<file path="src/rtl/alu_op_decoder.sv">
// Decode-to-execute stage: turns fetched instruction words into ALU op codes and control strobes.
// The registered ID/EX output has a one-entry skid buffer. DEC_STALL_CNT_EN adds a stall_cnt output.
module alu_op_decoder #(
    parameter int BIT_WIDTH = 32,
    parameter int OP_BITS   = 5,
    parameter int REG_BITS  = 4
) (
    input  logic                 clk,
    input  logic                 reset_n,
    input  logic                 in_valid,
    output logic                 in_ready,
    input  logic [31:0]          in_inst,
    input  logic                 flush,
    output logic                 out_valid,
    input  logic                 out_ready,
    output logic [OP_BITS-1:0]   alu_op,
    output logic [REG_BITS-1:0]  rd,
    output logic [REG_BITS-1:0]  rs1,
    output logic [REG_BITS-1:0]  rs2,
    output logic [BIT_WIDTH-1:0] imm,
    output logic                 use_imm,
    output logic                 reg_wr,
    output logic                 mem_rd,
    output logic                 mem_wr,
    output logic                 is_branch,
    output logic                 is_jal,
`ifdef DEC_STALL_CNT_EN
    output logic [31:0]          stall_cnt,
`endif
    output logic                 illegal
);

    localparam logic [3:0] FMT_ALU_R = 4'hC;
    localparam logic [3:0] FMT_ALU_I = 4'h4;
    localparam logic [3:0] FMT_CMP_R = 4'hD;
    localparam logic [3:0] FMT_CMP_I = 4'h5;
    localparam logic [3:0] FMT_LW    = 4'h7;
    localparam logic [3:0] FMT_SW    = 4'h3;
    localparam logic [3:0] FMT_BR    = 4'h2;
    localparam logic [3:0] FMT_JAL   = 4'hB;
    localparam logic [3:0] FN_MVHI   = 4'hB;

    localparam logic [OP_BITS-1:0] OP_MVHI     = OP_BITS'(5'd8);
    localparam logic [OP_BITS-1:0] OP_CMP_BASE = OP_BITS'(5'd9);

    typedef struct packed {
        logic [OP_BITS-1:0]   alu_op;
        logic [REG_BITS-1:0]  rd;
        logic [REG_BITS-1:0]  rs1;
        logic [REG_BITS-1:0]  rs2;
        logic [BIT_WIDTH-1:0] imm;
        logic                 use_imm;
        logic                 reg_wr;
        logic                 mem_rd;
        logic                 mem_wr;
        logic                 is_branch;
        logic                 is_jal;
        logic                 illegal;
    } payload_t;

    logic [3:0]  fmt_s;
    logic [3:0]  fn_s;
    logic [15:0] imm16_s;
    payload_t    dec_s;
    payload_t    main_r;
    payload_t    skid_r;
    logic        main_valid_r;
    logic        skid_valid_r;
    logic        in_ready_r;
    logic        in_fire_s;
    logic        out_fire_s;

    assign fmt_s      = in_inst[31:28];
    assign fn_s       = in_inst[27:24];
    assign imm16_s    = in_inst[15:0];
    assign in_fire_s  = in_valid && in_ready_r;
    assign out_fire_s = main_valid_r && out_ready;

    // Combinational decode; illegal words leave alu_op and every strobe at zero.
    always_comb begin
        dec_s       = '0;
        dec_s.rd    = REG_BITS'(in_inst[23:20]);
        dec_s.rs1   = REG_BITS'(in_inst[19:16]);
        dec_s.rs2   = REG_BITS'(in_inst[15:12]);
        dec_s.imm   = {{(BIT_WIDTH-16){imm16_s[15]}}, imm16_s};
        case (fmt_s)
            FMT_ALU_R, FMT_ALU_I: begin
                if (!fn_s[3]) begin
                    dec_s.alu_op  = OP_BITS'(fn_s);
                    dec_s.reg_wr  = 1'b1;
                    dec_s.use_imm = (fmt_s == FMT_ALU_I);
                end else if ((fmt_s == FMT_ALU_I) && (fn_s == FN_MVHI)) begin
                    dec_s.alu_op  = OP_MVHI;
                    dec_s.imm     = {{(BIT_WIDTH-16){1'b0}}, imm16_s};
                    dec_s.reg_wr  = 1'b1;
                    dec_s.use_imm = 1'b1;
                end else begin
                    dec_s.illegal = 1'b1;
                end
            end
            FMT_CMP_R, FMT_CMP_I, FMT_BR: begin
                if (!fn_s[3]) begin
                    dec_s.alu_op    = OP_BITS'(fn_s) + OP_CMP_BASE;
                    dec_s.is_branch = (fmt_s == FMT_BR);
                    dec_s.reg_wr    = (fmt_s != FMT_BR);
                    dec_s.use_imm   = (fmt_s == FMT_CMP_I);
                end else begin
                    dec_s.illegal = 1'b1;
                end
            end
            FMT_LW, FMT_SW, FMT_JAL: begin
                if (!fn_s[3]) begin
                    dec_s.use_imm = 1'b1;
                    dec_s.mem_rd  = (fmt_s == FMT_LW);
                    dec_s.mem_wr  = (fmt_s == FMT_SW);
                    dec_s.is_jal  = (fmt_s == FMT_JAL);
                    dec_s.reg_wr  = (fmt_s == FMT_LW) || (fmt_s == FMT_JAL);
                end else begin
                    dec_s.illegal = 1'b1;
                end
            end
            default: begin
                dec_s.illegal = 1'b1;
            end
        endcase
    end

    // Main/skid pipeline register; in_ready is tracked as its own flop mirroring !skid_valid.
    always_ff @(posedge clk or negedge reset_n) begin
        if (!reset_n) begin
            main_r       <= '0;
            skid_r       <= '0;
            main_valid_r <= 1'b0;
            skid_valid_r <= 1'b0;
            in_ready_r   <= 1'b1;
        end else if (flush) begin
            main_valid_r <= 1'b0;
            skid_valid_r <= 1'b0;
            in_ready_r   <= 1'b1;
        end else if (skid_valid_r) begin
            if (out_fire_s) begin
                main_r       <= skid_r;
                skid_valid_r <= 1'b0;
                in_ready_r   <= 1'b1;
            end
        end else if (in_fire_s) begin
            if (!main_valid_r || out_fire_s) begin
                main_r       <= dec_s;
                main_valid_r <= 1'b1;
            end else begin
                skid_r       <= dec_s;
                skid_valid_r <= 1'b1;
                in_ready_r   <= 1'b0;
            end
        end else if (out_fire_s) begin
            main_valid_r <= 1'b0;
        end
    end

`ifdef DEC_STALL_CNT_EN
    logic [31:0] stall_cnt_r;

    // Counts cycles where a valid result waits on execute; wraps naturally, flush leaves it alone.
    always_ff @(posedge clk or negedge reset_n) begin
        if (!reset_n) begin
            stall_cnt_r <= 32'd0;
        end else if (main_valid_r && !out_ready) begin
            stall_cnt_r <= stall_cnt_r + 32'd1;
        end
    end

    assign stall_cnt = stall_cnt_r;
`endif

    assign in_ready  = in_ready_r;
    assign out_valid = main_valid_r;
    assign alu_op    = main_r.alu_op;
    assign rd        = main_r.rd;
    assign rs1       = main_r.rs1;
    assign rs2       = main_r.rs2;
    assign imm       = main_r.imm;
    assign use_imm   = main_r.use_imm;
    assign reg_wr    = main_r.reg_wr;
    assign mem_rd    = main_r.mem_rd;
    assign mem_wr    = main_r.mem_wr;
    assign is_branch = main_r.is_branch;
    assign is_jal    = main_r.is_jal;
    assign illegal   = main_r.illegal;

endmodule

</file>
<file path="config.mk">
export PLATFORM = sky130hd
export DESIGN_NAME = alu_op_decoder
export DESIGN_NICKNAME = d
export VERILOG_FILES = /design/src/rtl/alu_op_decoder.sv
export SDC_FILE = /design/constraint.sdc
export NUM_CORES = 1
export LEC_CHECK = 0
export ABC_AREA = 1
export CAP_MARGIN = 30
export CORE_UTILIZATION = 50
export CTS_CLUSTER_SIZE = 28
export DETAILED_ROUTE_END_ITERATION = 8
export PLACE_DENSITY = 0.84
export SLEW_MARGIN = 20
export SYNTH_ARGS = -nofsm -noshare
export SYNTH_HDL_FRONTEND = slang
export SYNTH_SLANG_ARGS = --single-unit
</file>
<file path="constraint.sdc">
create_clock -name clk -period 3.2 [get_ports clk]
set_clock_uncertainty 0.2 [all_clocks]
set_input_delay 0.32 -clock clk [delete_from_list [all_inputs] [get_ports clk]]
set_output_delay 0.32 -clock clk [all_outputs]
set_load 0.1 [all_outputs]
</file>
# == Word-level counts from Yosys, hierarchy flattened ==
# Cells that the tools add are included.
# word_totals
ff_bits,115
input_bits,37
output_inout_bits,58
word_cells,103
# op_classes
add_sub_neg,1
eq_ne,15
n_mux,39
bitwise_logic,3
n_reduce_logical,18
# ops
cell,n
56-bit two-way mux,4
32-bit two-way mux,2
34-bit two-way mux,1
1-bit two-way mux,22
"4-bit equality test, second input constant",4
"4-bit by 3-bit equality test with 1-bit output, second input constant",3
5-bit two-way mux,2
5-bit case mux with 2 select lines,1
"4-bit by 2-bit equality test with 1-bit output, second input constant",2
4-bit two-way mux,2
4-bit AND reduction,2
2-bit two-way mux,3
"3-bit by 2-bit inequality test with 1-bit output, second input constant",2
2-bit case mux with 3 select lines,1
3-bit AND reduction,2
3-bit nonzero test,2
3-bit OR reduction,2
6-bit OR reduction,1
"4-bit by 4-bit adder with 5-bit output, second input constant",1
"4-bit by 2-bit inequality test with 1-bit output, second input constant",1
2-bit nonzero test,2
1-bit logical AND,3
"3-bit inequality test, second input constant",1
1-bit NOT,3
6 further kinds,7

# == Logic depth before layout (Yosys ltp) ==
# logic_depth
depth_word,8
depth_mapped,9
depth_no_buf,9

# == Worst setup path after synthesis ==
# OpenSTA, ideal clock, no wires.
# synth_path
kind,register to register
from,register main_valid_r (netlist: out_valid)
to,register skid_r[4] in the netlist's numbering
setup_time_ns,0.117
t_arrival_ns,1.799
required_time_ns,2.883
path_slack_ns,1.084
stages_incl_launch_ff,8
path_buffers,1
synth_period_minus_slack_ns,2.116
path_cell_list,dfrtp_1 -> inv_1 -> or2_4 -> nor2_8 -> inv_4 -> buf_6 -> nand2_1 -> o21ai_2
# synth_between
elab_chain_len,4
elab_cells_between_ends,5
classes_between,bitwise: 1; reduce/logical: 4
# synth_lines
item,line_no,source
"start, declared",67,logic main_valid_r;
"start signal, assigned",133,main_valid_r <= 1'b0;
"start signal, assigned",137,main_valid_r <= 1'b0;
"start signal, assigned",149,main_valid_r <= 1'b1;
1-bit logical NOT / 1-bit logical AND (equally long branches),"147, 77",
1-bit logical OR *,147,if (!main_valid_r || out_fire_s) begin
1-bit NOT (no line) *,--,
4-bit AND reduction (no line) *,--,
"end signal, assigned",151,skid_r <= dec_s;
"end, declared",66,payload_t skid_r;
# Mark *: on every way between the ends. The rest lies on a longest branch, timed or not.
# A chain may end at the register's enable or synchronous reset.

# == Final worst setup path ==
# layout_path
from,register skid_valid_r
to,"register main_r, in the netlist rs1[3]"
# layout_between
elab_chain_len,2
elab_cells_between_ends,5
classes_between,eq/ne: 1; mux: 1; reduce/logical: 3
# layout_lines
item,line_no,source
"start, declared",68,logic skid_valid_r;
"start signal, assigned",134,skid_valid_r <= 1'b0;
"start signal, assigned",138,skid_valid_r <= 1'b0;
"start signal, assigned",143,skid_valid_r <= 1'b0;
2-bit by 1-bit inequality test with 1-bit output (no line) / 2-bit nonzero test (equally long branches),--,
4-bit AND reduction (no line),--,
"end signal, assigned",142,main_r <= skid_r;
"end signal, assigned",148,main_r <= dec_s;
"end, declared",65,payload_t main_r;
# Several ways; a longest one is shown, not always the timed one.

==> flow_metrics.py <==
metrics = {
    "timing": {
        "hold_violations": 0,
        "setup_viol": 0,
        "finalCriticalPeriod_ps": 2130,
        "slew_violations": 0,
        "holdWs_ps": 230,
        "rsz0062_at_grt": "no",
        "fin_crit_sh": 0.666,
        "slew_headroom": 0.526,
        "tightest_slew_ps": 710,
        "setup_tns_ps": 0,
        "timing.final.ws_setup_ps": 1070,
        "fmax_mhz": 469,
    },
    "global_route": {
        "globalRouteTotalUtil": 0.206,
        "grt_max_degree": 78,
        "antenna_found_initial": 0,
        "overflow": 0,
        "grt_pass1_vias": 2948,
        "grt_pass1_wl_um": 13600,
    },
    "flow_run": {
        "maxCapViolations": 0,
    },
    "critical_path": {
        "cp_data_arrival_time_ps": 2220,
        "required_ps": 3290,
        "setup.worst_path.class": "reg2reg",
        "worstSetupEndpointType": "register",
        "start_kind": "register",
        "critPathMaxFanout": 45,
        "rrSetupSlack_ps": 1070,
    },
    "yosys": {
        "ys_ff_latch": 77,
        "async_reset_ff_frac": 1.00,
        "yosysTopAreaCellShare": 0.489,
        "synth_nets": 491,
        "ys.flop_type": "dfrtp_1",
        "yosysUniqueCellTypes": 27,
        "synth_area_um2": 3890,
        "syn_inst": 453,
        "ys_warn_count": 0,
        "synthTopCellsByCount": "nand2_1, dfrtp_1, inv_1",
        "synth_top_area_cell": "dfrtp_1",
        "synth_area_per_cell_um2": 8.59,
        "synth-seq-area-share": 0.495,
        "synth.area.top_cells": "dfrtp_1, nand2_1, o21ai_2",
        "synth_most_common_cell": "nand2_1",
        "synth_edf_count": 0,
    },
    "route": {
        "antenna_left": 0,
        "route.met2.wl_um": 3780,
        "wl_per_cell_um": 12.6,
        "vias_per_cell": 5.03,
        "top_layer_used": "met4",
        "met3_length_um": 435,
        "wl_met1_um": 3470,
        "drc": 0,
        "dr.pass1.iters": 4,
        "vias": 3136,
        "routed_wirelength_um": 7830,
        "drt_iter0_drc": 248,
    },
    "floorplan": {
        "core_um2": 7370,
        "dieWidth_um": 90.2,
        "fp.dieH_um": 90.2,
        "initial_utilization": 0.528,
        "pin_count": 95,
        "dieArea_um2": 8140,
        "row_count": 31,
    },
    "layout": {
        "areaGrowthSynthToFinish_pct": 21.8,
        "final_cells": 624,
        "multi_input_area_um2": 1490,
        "design_area_um2": 4740,
        "drive_gt1_frac": 0.223,
        "final_nets": 558,
        "diodes": 0,
        "finish.utilization": 0.643,
        "regArea_um2": 1930,
        "n_fill_cell": 622,
    },
    "worst_hold_path": {
        "hold_class": "in2async",
    },
    "power_and_ir_drop": {
        "p_leak_nw": 2.53,
        "swShare": 0.545,
        "power_density_nw_per_um2": 987,
        "internal_power_mw": 2.13,
        "ir_drop_mv": 0.677,
        "switchingPower_mw": 2.55,
        "p_comb_frac": 0.536,
        "seq_power_share": 0.312,
        "p_clk_frac": 0.152,
        "power.total_mw": 4.68,
    },
    "place": {
        "place_ws_ps": 836,
        "placed_area_um2": 4510,
        "routabilityCongestion": 0.863,
        "dp.cells": 606,
        "dp_hpwl_um": 5220,
        "numPortBuffers": 94,
    },
    "clock_tree": {
        "clk_pin_slew_ps": 80,
        "post_cts_buffers": 0,
        "worstSkewPairLatency_ps": 340,
        "numCtsBuffers": 9,
        "ctsResizeCount": 0,
        "holdBufCountCts": 1,
        "cts_buffer_depth": 2,
        "cts_root_buf": "clkbuf_8",
        "cts_tree": "yes",
        "cts_num_sinks": 77,
        "htreeDepth": 3,
    },
    "outcome": {
        "status": "finished clean",
    },
}
-- metal layers --
| layer | global-route usage | up-vias |
|---|---|---|
| li1 | - | 1577 |
| met1 | 0.269 | 1435 |
| met3 | 0.0321 | 14 |
| met4 | 0.0847 | 0 |
| met2 | 0.343 | 110 |
| met5 | 0 | - |
-- power by group through the flow --
| stage | combinational [mW] | sequential, mW | clock, mW |
|---|---|---|---|
| floorplan | 1.11 | 2.46 | 0 |
| global placement | 2.48 | 1.46 | 0 |
| detailed placement | 2.51 | 1.48 | 0 |
| CTS | 2.52 | 1.46 | 0.720 |
| global route | 2.61 | 1.50 | 0.768 |
| finish | 2.51 | 1.46 | 0.711 |
-- cell families after synthesis --
logic type	after synthesis	share of synthesized area
and+or+nand+nor	211	0.229
AOI/OAI and AO/OA	82	0.150
buffers and inverters	82	0.123
DFF	77	0.495
adders and majority gates	1	0.00321
-- registers in the layout, summed over array words and instances, names as in the netlist --
| register | flops |
|---|---|
| in_ready | 1 |
| reg_wr | 1 |
| alu_op | 5 |
| skid_valid_r | 1 |
| rd | 4 |
| illegal | 1 |
| rs2 | 3 |
| rs1 | 4 |
| imm | 14 |
| is_jal | 1 |
| skid_r | 37 |
| mem_rd | 1 |
| out_valid | 1 |
| is_branch | 1 |
| use_imm | 1 |
| mem_wr | 1 |
-- placed cells by master, fill, tap and decap left out, types with 8 or more instances in the layout --
| cell type | count |
|---|---|
| clkdlybuf4s50_1 | 35 |
| nand2_1 | 151 |
| nor2_1 | 24 |
| o21ai_2 | 26 |
| clkbuf_8 | 9 |
| o211ai_1 | 25 |
| inv_1 | 37 |
| a21oi_1 | 13 |
| o21ai_0 | 8 |
| nand3_1 | 23 |
| dfrtp_1 | 76 |
| buf_4 | 59 |
-- cell type report --
class	count	area share
clock inverter	6	0.0135
sequential	77	0.407
timing repair buffer	97	0.180
multi-input combinational	294	0.314
clock buffer	10	0.0269
inverter	41	0.0335
tap	99	0.0261
-- final timing paths --
check                                       startpoint                     end  cells past startpoint
worst max-delay path            skid_valid_r$_DFF_PN0_      rs1[3]$_DFFE_PN0P_                      6
worst min-delay path                           reset_n      is_jal$_DFFE_PN0P_                      2
worst max register to register  skid_valid_r$_DFF_PN0_      rs1[3]$_DFFE_PN0P_                      6
worst min register to register  skid_r[41]$_DFFE_PN0P_  skid_r[41]$_DFFE_PN0P_                      2
max in group asynchronous                      reset_n    in_ready$_DFFE_PN1P_                      3
min in group clk                skid_r[41]$_DFFE_PN0P_  skid_r[41]$_DFFE_PN0P_                      2
-- critical path, stage by stage (launching register included) --
cell and delay [ps]:
dfrtp_1 610, nand3_1 200, nand2_4 110, nand2_4 280, inv_4 390, o211ai_1 160, nand2_1 100
No activity file was read; power rests on OpenSTA's default activity.
